**config.mk**
```make
export PLATFORM = sky130hd
export DESIGN_NAME = snn_delay_layer
export DESIGN_NICKNAME = d
export VERILOG_FILES = /design/src/rtl/snn_delay_layer_pkg.sv /design/src/rtl/snn_delay_layer_lif_neuron.sv /design/src/rtl/snn_delay_layer.sv
export SDC_FILE = /design/constraint.sdc
export NUM_CORES = 2
export LEC_CHECK = 0
export BUFFER_PORTS_ARGS = -buffer_cell sky130_fd_sc_hd__buf_2
export CORE_AREA = 2 2 647 649
export DETAILED_ROUTE_END_ITERATION = 8
export DIE_AREA = 0 0 649 651
export GPL_TIMING_DRIVEN = 0
export SYNTH_ARGS = -nofsm -noshare
export SYNTH_HDL_FRONTEND = slang
export SYNTH_HIERARCHICAL = 1
export SYNTH_SLANG_ARGS = --single-unit
export TNS_END_PERCENT = 50
```
**constraint.sdc**
```tcl
create_clock -name clk -period 57.4 [get_ports clk]
set_clock_uncertainty 0.2 [all_clocks]
set_input_delay 11.48 -clock clk [delete_from_list [all_inputs] [get_ports clk]]
set_output_delay 11.48 -clock clk [all_outputs]
set_load 0.005 [all_outputs]
```
**src/rtl/snn_delay_layer_pkg.sv**
```systemverilog
// Shared constants and arithmetic helpers for the spiking delay layer.
// Build option: SNN_SIGNED_WEIGHTS_EN (signed weights, consumed by snn_lif_neuron).
package snn_pkg;

  localparam int SNN_PW_DEFAULT = 8;
  localparam int SNN_DW_DEFAULT = 3;
  localparam int SNN_ACC_MAX    = 32;

  // Accumulator width: potential plus M weights, plus a sign bit and one guard bit.
  function automatic int snn_acc_width(input int pw, input int m);
    return pw + $clog2(m) + 2;
  endfunction

  function automatic logic [SNN_ACC_MAX-1:0] snn_clamp(
    input logic signed [SNN_ACC_MAX-1:0] acc,
    input int                            pw
  );
    logic signed [SNN_ACC_MAX-1:0] hi;
    hi = $signed((32'd1 << pw) - 32'd1);
    if (acc < 0)       return '0;
    else if (acc > hi) return hi;
    else               return acc;
  endfunction

endpackage

```
**src/rtl/snn_delay_layer_lif_neuron.sv**
```systemverilog
// One leaky-integrate-and-fire neuron: owns potential, refractory counter and spike register.
// Build option: SNN_SIGNED_WEIGHTS_EN selects two's-complement weights.
module snn_lif_neuron
  import snn_pkg::*;
#(
  parameter int M  = 16,
  parameter int PW = SNN_PW_DEFAULT
) (
  input  logic            clk,
  input  logic            reset,
  input  logic            enable_i,
  input  logic [M-1:0]    spikes_i,
  input  logic [M*PW-1:0] weights_i,
  input  logic [PW-1:0]   threshold_i,
  input  logic [PW-1:0]   decay_i,
  input  logic [PW-1:0]   refractory_i,
  output logic [PW-1:0]   v_o,
  output logic            spike_o
);

  localparam int AW = snn_acc_width(PW, M);

  logic [PW-1:0]        v_q, v_d;
  logic [PW-1:0]        r_q, r_d;
  logic                 spike_q, spike_d;
  logic signed [AW-1:0] acc;
  logic [PW-1:0]        clamped;

  // NOTE: every variable gets a default at the top of always_comb so no path infers a latch.
  always_comb begin
    acc = $signed(AW'(v_q)) - $signed(AW'(decay_i));
    for (int m = 0; m < M; m++) begin
      if (spikes_i[m]) begin
`ifdef SNN_SIGNED_WEIGHTS_EN
        acc = acc + AW'($signed(weights_i[m*PW +: PW]));
`else
        acc = acc + $signed(AW'(weights_i[m*PW +: PW]));
`endif
      end
    end
    clamped = PW'(snn_clamp(SNN_ACC_MAX'(acc), PW));

    v_d     = v_q;
    r_d     = r_q;
    spike_d = 1'b0;
    if (enable_i) begin
      if (r_q != '0) begin
        r_d = r_q - PW'(1);
        v_d = '0;
      end else if (clamped >= threshold_i) begin
        spike_d = 1'b1;
        v_d     = '0;
        r_d     = refractory_i;
      end else begin
        v_d = clamped;
      end
    end
  end

  // NOTE: sequential state uses non-blocking assignments so all neurons update in lockstep.
  always_ff @(posedge clk) begin
    if (reset) begin
      v_q     <= '0;
      r_q     <= '0;
      spike_q <= 1'b0;
    end else begin
      v_q     <= v_d;
      r_q     <= r_d;
      spike_q <= spike_d;
    end
  end

  assign v_o     = v_q;
  assign spike_o = spike_q;

endmodule

```
**src/rtl/snn_delay_layer.sv**
```systemverilog
// LIF spiking layer with per-synapse axonal delay taps; top owns the spike history.
// Build option: SNN_SIGNED_WEIGHTS_EN (signed weights inside each neuron).
module snn_delay_layer
  import snn_pkg::*;
#(
  parameter int M  = 16,
  parameter int N  = 8,
  parameter int DW = SNN_DW_DEFAULT,
  parameter int PW = SNN_PW_DEFAULT
) (
  input  logic              clk,
  input  logic              reset,
  input  logic              enable,
  input  logic              delay_tick,
  input  logic [M-1:0]      input_spikes,
  input  logic [N*M*PW-1:0] weights,
  input  logic [N*M*DW-1:0] delay_values,
  input  logic [N*M-1:0]    delays_en,
  input  logic [PW-1:0]     threshold,
  input  logic [PW-1:0]     decay,
  input  logic [PW-1:0]     refractory_period,
  output logic [N*PW-1:0]   membrane_potential_out,
  output logic [N-1:0]      output_spikes
);

  localparam int DEPTH = (1 << DW) - 1;

  logic [M-1:0] hist_q [1:DEPTH];
  logic [M-1:0] hist_d [1:DEPTH];
  logic [M-1:0] taps   [0:DEPTH];

  always_comb begin
    hist_d = hist_q;
    if (enable && delay_tick) begin
      hist_d[1] = input_spikes;
      for (int k = 2; k <= DEPTH; k++) hist_d[k] = hist_q[k-1];
    end
  end

  // NOTE: the history is a short register array, so it is cleared on reset like any other state.
  always_ff @(posedge clk) begin
    if (reset) begin
      for (int k = 1; k <= DEPTH; k++) hist_q[k] <= '0;
    end else begin
      hist_q <= hist_d;
    end
  end

  // Tap 0 is the live input, so a zero delay with the tap selected is just undelayed.
  always_comb begin
    taps[0] = input_spikes;
    for (int k = 1; k <= DEPTH; k++) taps[k] = hist_q[k];
  end

  for (genvar n = 0; n < N; n++) begin : g_neuron
    logic [M-1:0]  eff;
    logic [DW-1:0] dsel;

    always_comb begin
      eff  = '0;
      dsel = '0;
      for (int m = 0; m < M; m++) begin
        dsel   = delay_values[(n*M+m)*DW +: DW];
        eff[m] = delays_en[n*M+m] ? taps[dsel][m] : input_spikes[m];
      end
    end

    snn_lif_neuron #(.M(M), .PW(PW)) u_neuron (
      .clk          (clk),
      .reset        (reset),
      .enable_i     (enable),
      .spikes_i     (eff),
      .weights_i    (weights[n*M*PW +: M*PW]),
      .threshold_i  (threshold),
      .decay_i      (decay),
      .refractory_i (refractory_period),
      .v_o          (membrane_potential_out[n*PW +: PW]),
      .spike_o      (output_spikes[n])
    );
  end

endmodule

```
Word level (Yosys, flattened, before mapping)
Index checks and enable logic that the tools add are counted.

Shift operators: 0. Multipliers: 0. Bitwise gates (word level): 129. Add/subtract/negate cells: 144. Muxes and demuxes: 696. Magnitude comparators: 152. Reduce and logical (&&, ||, !) cells: 33. Divide/modulo/power cells: 0. Eq/ne operators: 0.

Operator list (count): $bmux 16 s3 (128); $mux 14 (144); $add 14x9->14 (128); $ge 4x4->1 const B (128); $mux 8 (64); $not 3->4 (128); $mux 16 (16); $mux 15 (16); $mux 13 (16); $mux 12 (16); $mux 11 (16); $mux 10 (16); $mux 1 (152); $mux 9 (16); $gt 14x9->1 const B (8); $lt 14x1->1 const B (8); $mux 7 (16); $mux 6 (16); $mux 5 (16); $sub 8x8->9 (8); $ge 8x8->1 (8); $mux 4 (16); $reduce_bool 8->1 (8); $sub 8x1->8 const B (8); 7 further kinds (58).

Word-level logic and storage cells: 1185. Bits in writable memories: 0. Bits in latches: 0. Memories kept: 0. Output and inout bits: 72. ROM bits: 0. Bits of input ports: 1580. Register bits: 248.

Logic depth before layout (Yosys ltp)
Depth after elaboration: 42. Depth in mapped cells: 112. Mapped depth without buffers: 111.

Hierarchy
Netlist, hierarchy kept.

Modules (own cells, without submodules): snn_lif_neuron (g_neuron[5].u_neuron ...) (area each 10506.3 um2, sequential area each 340.3 um2, cells each 1450, instances 2); snn_lif_neuron (g_neuron[2].u_neuron ...) (area each 10362.4 um2, sequential area each 340.3 um2, cells each 1394, instances 2); snn_delay_layer (area each 15499.9 um2, sequential area each 2242.2 um2, cells each 1527, instances 1); snn_lif_neuron (g_neuron[4].u_neuron) (area each 10189.8 um2, sequential area each 340.3 um2, cells each 1372, instances 1); snn_lif_neuron (g_neuron[7].u_neuron) (area each 10188.5 um2, sequential area each 340.3 um2, cells each 1375, instances 1); snn_lif_neuron (g_neuron[0].u_neuron) (area each 9882.0 um2, sequential area each 340.3 um2, cells each 1322, instances 1); snn_lif_neuron (g_neuron[1].u_neuron) (area each 9795.6 um2, sequential area each 340.3 um2, cells each 1331, instances 1).

Worst setup path after synthesis
No wires, ideal clock.

Path kind: input to register. Start: input port decay[0]. End: register g_neuron[5].u_neuron.r_q[6]. Required time: 57.129 ns. Path slack: 27.871 ns. Stages on the path: 108. Library setup time: 0.071 ns. Arrival time: 29.259 ns. Path through: ha_1 inv_1 fa_1 a21o_1 a21oi_1 xor2_1 inv_1 ha_1 xnor2_1 nand2_1 o21ai_0 ha_1 o21a_1 o31a_1 o21ai_0 o21a_1 ha_1 o21ai_0 (+72 left out) a221oi_2 or2_1 ha_1 nand2b_1 a21oi_1 nor2b_1 o21ai_0 nand2b_1 a21oi_1 nor2b_1 o21ai_0 nand2b_1 a21oi_1 and2_1 nor2_1 clkbuf_1 or4b_2 a21oi_1.

Cells in the longest elaborated chain, start to end: 39.

RTL lines: start, declared (line snn_delay_layer.sv:20) `input logic [PW-1:0] decay,`; $sub 8x8->9 * (line snn_delay_layer_lif_neuron.sv:31) `acc = $signed(AW'(v_q)) - $signed(AW'(decay_i));`; $add 14x9->14 (line snn_delay_layer_lif_neuron.sv:37) `acc = acc + $signed(AW'(weights_i[m*PW +: PW]));`; $mux 14 * (line snn_delay_layer_lif_neuron.sv:33) `if (spikes_i[m]) begin`; $add 14x9->14 (line snn_delay_layer_lif_neuron.sv:37); $mux 14 * (line snn_delay_layer_lif_neuron.sv:33); $add 14x9->14 (line snn_delay_layer_lif_neuron.sv:37); $mux 14 * (line snn_delay_layer_lif_neuron.sv:33); $add 14x9->14 (line snn_delay_layer_lif_neuron.sv:37); (+23 left out); $add 14x9->14 (line snn_delay_layer_lif_neuron.sv:37); $mux 14 * (line snn_delay_layer_lif_neuron.sv:33); $gt 14x9->1 (line snn_delay_layer_pkg.sv:21) `else if (acc > hi) return hi;`; $mux 8 (line snn_delay_layer_pkg.sv:21); $mux 8 * (line snn_delay_layer_pkg.sv:20) `if (acc < 0) return '0;`; $ge 8x8->1 * (line snn_delay_layer_lif_neuron.sv:50) `end else if (clamped >= threshold_i) begin`; $reduce_bool 2->1 (no source line) *; $reduce_and 2->1 (no source line) *; end signal, assigned (line snn_delay_layer_lif_neuron.sv:68) `r_q <= r_d;`; end, declared (line snn_delay_layer_lif_neuron.sv:24) `logic [PW-1:0] r_q, r_d;`.

Mark *: on every way between the ends. The rest lies on a longest branch, timed or not. A chain may end at the register's enable or synchronous reset.

Worst setup path after layout
Start: input port decay[1]. End: register g_neuron[5].u_neuron.v_q[4].

Cells in the longest elaborated chain, start to end: 39.

RTL lines: $sub 8x8->9 * (line snn_delay_layer_lif_neuron.sv:31); $add 14x9->14 (line snn_delay_layer_lif_neuron.sv:37); $mux 14 * (line snn_delay_layer_lif_neuron.sv:33); $add 14x9->14 (line snn_delay_layer_lif_neuron.sv:37); $mux 14 * (line snn_delay_layer_lif_neuron.sv:33); $add 14x9->14 (line snn_delay_layer_lif_neuron.sv:37); $mux 14 * (line snn_delay_layer_lif_neuron.sv:33); $add 14x9->14 (line snn_delay_layer_lif_neuron.sv:37); (+23 left out); $add 14x9->14 (line snn_delay_layer_lif_neuron.sv:37); $mux 14 * (line snn_delay_layer_lif_neuron.sv:33); $gt 14x9->1 (line snn_delay_layer_pkg.sv:21); $mux 8 (line snn_delay_layer_pkg.sv:21); $mux 8 * (line snn_delay_layer_pkg.sv:20); $ge 8x8->1 (line snn_delay_layer_lif_neuron.sv:50); $mux 8 * (line snn_delay_layer_lif_neuron.sv:50); $mux 8 * (line snn_delay_layer_lif_neuron.sv:47) `if (r_q != '0) begin`; end signal, assigned (line snn_delay_layer_lif_neuron.sv:67) `v_q <= v_d;`; end, declared (line snn_delay_layer_lif_neuron.sv:23) `logic [PW-1:0] v_q, v_d;`.

Marks and branches as above.

==> out/metrics.csv <==
stage,metric,value,unit
clocking,Clock Latency Late Sink,0.70,ns
clocking,CTS resizes,0,
critical_path,R2R cell count,98,
critical_path,"delay-heaviest family, CP",compound AO/OA/AOI/OAI gates,
sta,PnR worst setup slack,23.56,ns
synth,asr flop ratio synth,0,%
place,PortBufs,1507,
synth,Synth top cells by count,"ha_1 (1,208), nand2_1 (1,062), inv_1 (964)",
critical_path,crit path max fanout,12,
synth,sequential area share after synthesis,5.10,%
critical_path,critical path type,input port to flop,
sta,max-slew violations,13,
critical_path,RR Startpoint,hist_q[80]$_SDFFE_PP0P_,
synth,YS warnings,6,
finish,share of layout cells above drive strength 1,20.5,%
critical_path,CP max stage cell,buf_2,
place,DP HPWL,453,mm
clocking,TritonCTS Buffers,40,
critical_path,critical path endpoint category,flop,
synth,Mean Syn Cell Area,7.71,um2
clocking,cts hold-fix bufs,0,
sta,Final Hold Slack,0.283,ns
die,die width,649,um
critical_path,worst path required time,57.75,ns
place,Post-DP Area,0.113,mm2
finish,Layout area overhead,18.4,%
clocking,Clock Pin Slew Worst Setup and Hold Paths,0.05,ns
die,Rows,237,
global_route,"Remaining Overflow, GRT",0,
status,run status,"complete, but fails checks",
drt,DRT antenna net count,1,
critical_path,Worst EP arrival,34.19,ns
synth,Yosys reg bits,248,
synth,top-count cell post-synth,ha_1,
synth,cell count after synthesis,12600,
drt,vias per cell,5.09,
synth,cell taking the most area after synthesis,ha_1,
clocking,Longest Clk Path Bufs,3,
synth,number of library cell types mapped by synthesis,160,
drt,drt first pass iters,6,
synth,Synth area leaders,"ha_1 (16%), mux2i_1 (8.2%), xnor2_1 (5.6%), dfxtp_1 (5.1%), a21oi_1 (4.7%)",
clocking,CTS Sinks,248,
global_route,largest net degree at the start of global routing,38,
die,Core Region,0.415,mm2
sta,final hold violation count,0,
die,Initial Util,23.4,%
global_route,Overall Global Routing Usage,23.3,%
clocking,root buffer cell,clkbuf_16,
min_path,hold path depth,2,
min_path,Hold Path Origin,g_neuron[2].u_neuron/v_o[3]$_SDFFE_PP0P_,
sta,Final Setup Violations,0,
drt,DRC errors left,0,
global_route,initial antenna violation count,307,
clocking,CTS tree,done,
synth,Mapped Nets,15500,
critical_path,Worst Path Buf+Inv,6,
flow_run,max_cap viols,3,
die,Die H,651,um
min_path,Hold Path Class,flop to flop,
global_route,first-pass GRT wire length,702,mm
critical_path,Reg2Reg Setup Slack,34.75,ns
sta,Setup TNS,0,ns
synth,Synth Cell Area,0.0973,mm2
synth,Synth top area share,15.5,%
sta,Slew Limit Headroom,-9.95,%
synth,Synth Flop Type,dfxtp_1,
clocking,postcts setup bufs,0,
clocking,Max H-tree Level,2,
drt,drt first-iter violations,7763,
synth,Post-synth EDFFs,0,
critical_path,Reg2Reg Capture Point,g_neuron[0].u_neuron/r_q[2]$_SDFFE_PP0P_,
sta,Final period util,59.0,%
critical_path,CP Launch Type,input port,
sta,Least-Margin Pin Slew,1.60,ns
finish,layout net count,17100,
place,RD Place Congestion,0.975,
drt,final WL,517,mm
critical_path,critical path's largest stage delay,0.88,ns
die,Die ar.,0.422,mm2
die,IO Count,1652,
sta,RSZ-0062 raised after global routing,no,
critical_path,most frequent CP cell,ha_1,
sta,minimum clock period,33.84,ns
place,post-place setup slack,23.06,ns
global_route,number of global-route vias before repair,94500,
min_path,Hold Path End,g_neuron[2].u_neuron/v_o[3]$_SDFFE_PP0P_,
status,failing checks,"antenna rules, capacitance limit, slew limit",
sta,fmax,29.6,MHz
drt,vias,102000,
finish,"Design Area, Final",0.115,mm2
drt,average wire per standard cell,25.9,um
tightest hold or removal path: stages, from the launching register on:
cell,delay [ns]
dfxtp_1,0.32
nand2_1,0.06
o21ai_1,0.06
worst max path at each step:
stage / slack [ns] / start / depth (start not counted) / endpoint
2_1_floorplan: 27.87 / decay[0] / 108 / g_neuron[5].u_neuron/r_q[6]$_SDFFE_PP0P_
3_3_place_gp: 22.34 / decay[0] / 105 / g_neuron[5].u_neuron/v_o[6]$_SDFFE_PP0P_
3_5_place_dp: 23.06 / decay[0] / 106 / g_neuron[5].u_neuron/v_o[7]$_SDFFE_PP0P_
4_1_cts: 23.67 / decay[0] / 106 / g_neuron[5].u_neuron/v_o[7]$_SDFFE_PP0P_
5_1_grt: 21.91 / decay[1] / 106 / g_neuron[6].u_neuron/v_o[7]$_SDFFE_PP0P_
6_report: 23.56 / decay[1] / 107 / g_neuron[5].u_neuron/v_o[4]$_SDFFE_PP0P_
cell families after synthesis:
group                      count (synthesis)  synth area share [%]
xor gates and xnor gates                 989                  10.4
muxes                                   1326                  15.9
buffers and inverters                   1525                  7.50
adders and majority gates               1356                  18.5
and+or+nand+nor                         3564                  18.3
DFF                                      248                  5.10
AOI/OAI and AO/OA                       3607                  24.3
layer usage:
| layer | part of all wire [%] | track usage (%) | up-vias | routed length [um] |
|---|---|---|---|---|
| met3 | 7.2 | 5.11 | 898 | 37400 |
| li1 | - | - | 49000 | - |
| met5 | 0.15 | 0 | - | 773 |
| met1 | 40 | 27.5 | 48000 | 207000 |
| met4 | 6.3 | 13.2 | 124 | 32500 |
| met2 | 46 | 38.8 | 3558 | 240000 |
layout by cell type, fill, tap and decap left out, types with 118 or more instances in the layout:
master,synthesis,layout
a21boi_0,118,118
a21o_1,285,285
a21oi_1,905,905
and2_1,133,133
buf_2,120,1628
buf_6,162,172
clkbuf_1,208,199
dfxtp_1,248,248
diode_2,0,219
fa_1,136,136
ha_1,1208,1208
inv_1,964,963
mux2_2,386,386
mux2i_1,793,732
mux4_2,128,128
nand2_1,1062,1062
nand2b_1,192,192
nand3_1,186,186
nor2_1,823,823
nor2b_1,327,327
nor3_1,282,282
o21a_1,336,336
o21ai_0,869,869
xnor2_1,626,626
xor2_1,234,234
through the flow:
| stage | util, % | instances |
|---|---|---|
| final | 27.7 | 20000 |
| after global routing | 27.7 | 19900 |
| after CTS | 27.6 | 19700 |
| after detailed placement | 27.2 | 19700 |
| after global placement | 26.9 | 19600 |
| after floorplan | - | 12600 |
registers in the layout, indices dropped and copies added (netlist names):
name                       flops
hist_q                       112
g_neuron.u_neuron/r_q         64
g_neuron.u_neuron/v_o         64
g_neuron.u_neuron/spike_o      8
cell type report:
cell class / count / area [um2]
Fill cell: 45400 / 300000
Multi-Input combinational cell: 10800 / 85500
Timing Repair Buffer: 1564 / 8540
Tap cell: 5497 / 6880
Sequential cell: 248 / 4960
Inverter: 984 / 3690
Buffer: 541 / 3620
Clock buffer: 53 / 1130
Antenna cell: 219 / 548
Clock inverter: 19 / 310
Power is not shown: default switching activity piles up to over one toggle a cycle in this logic, so the estimate is an artifact.
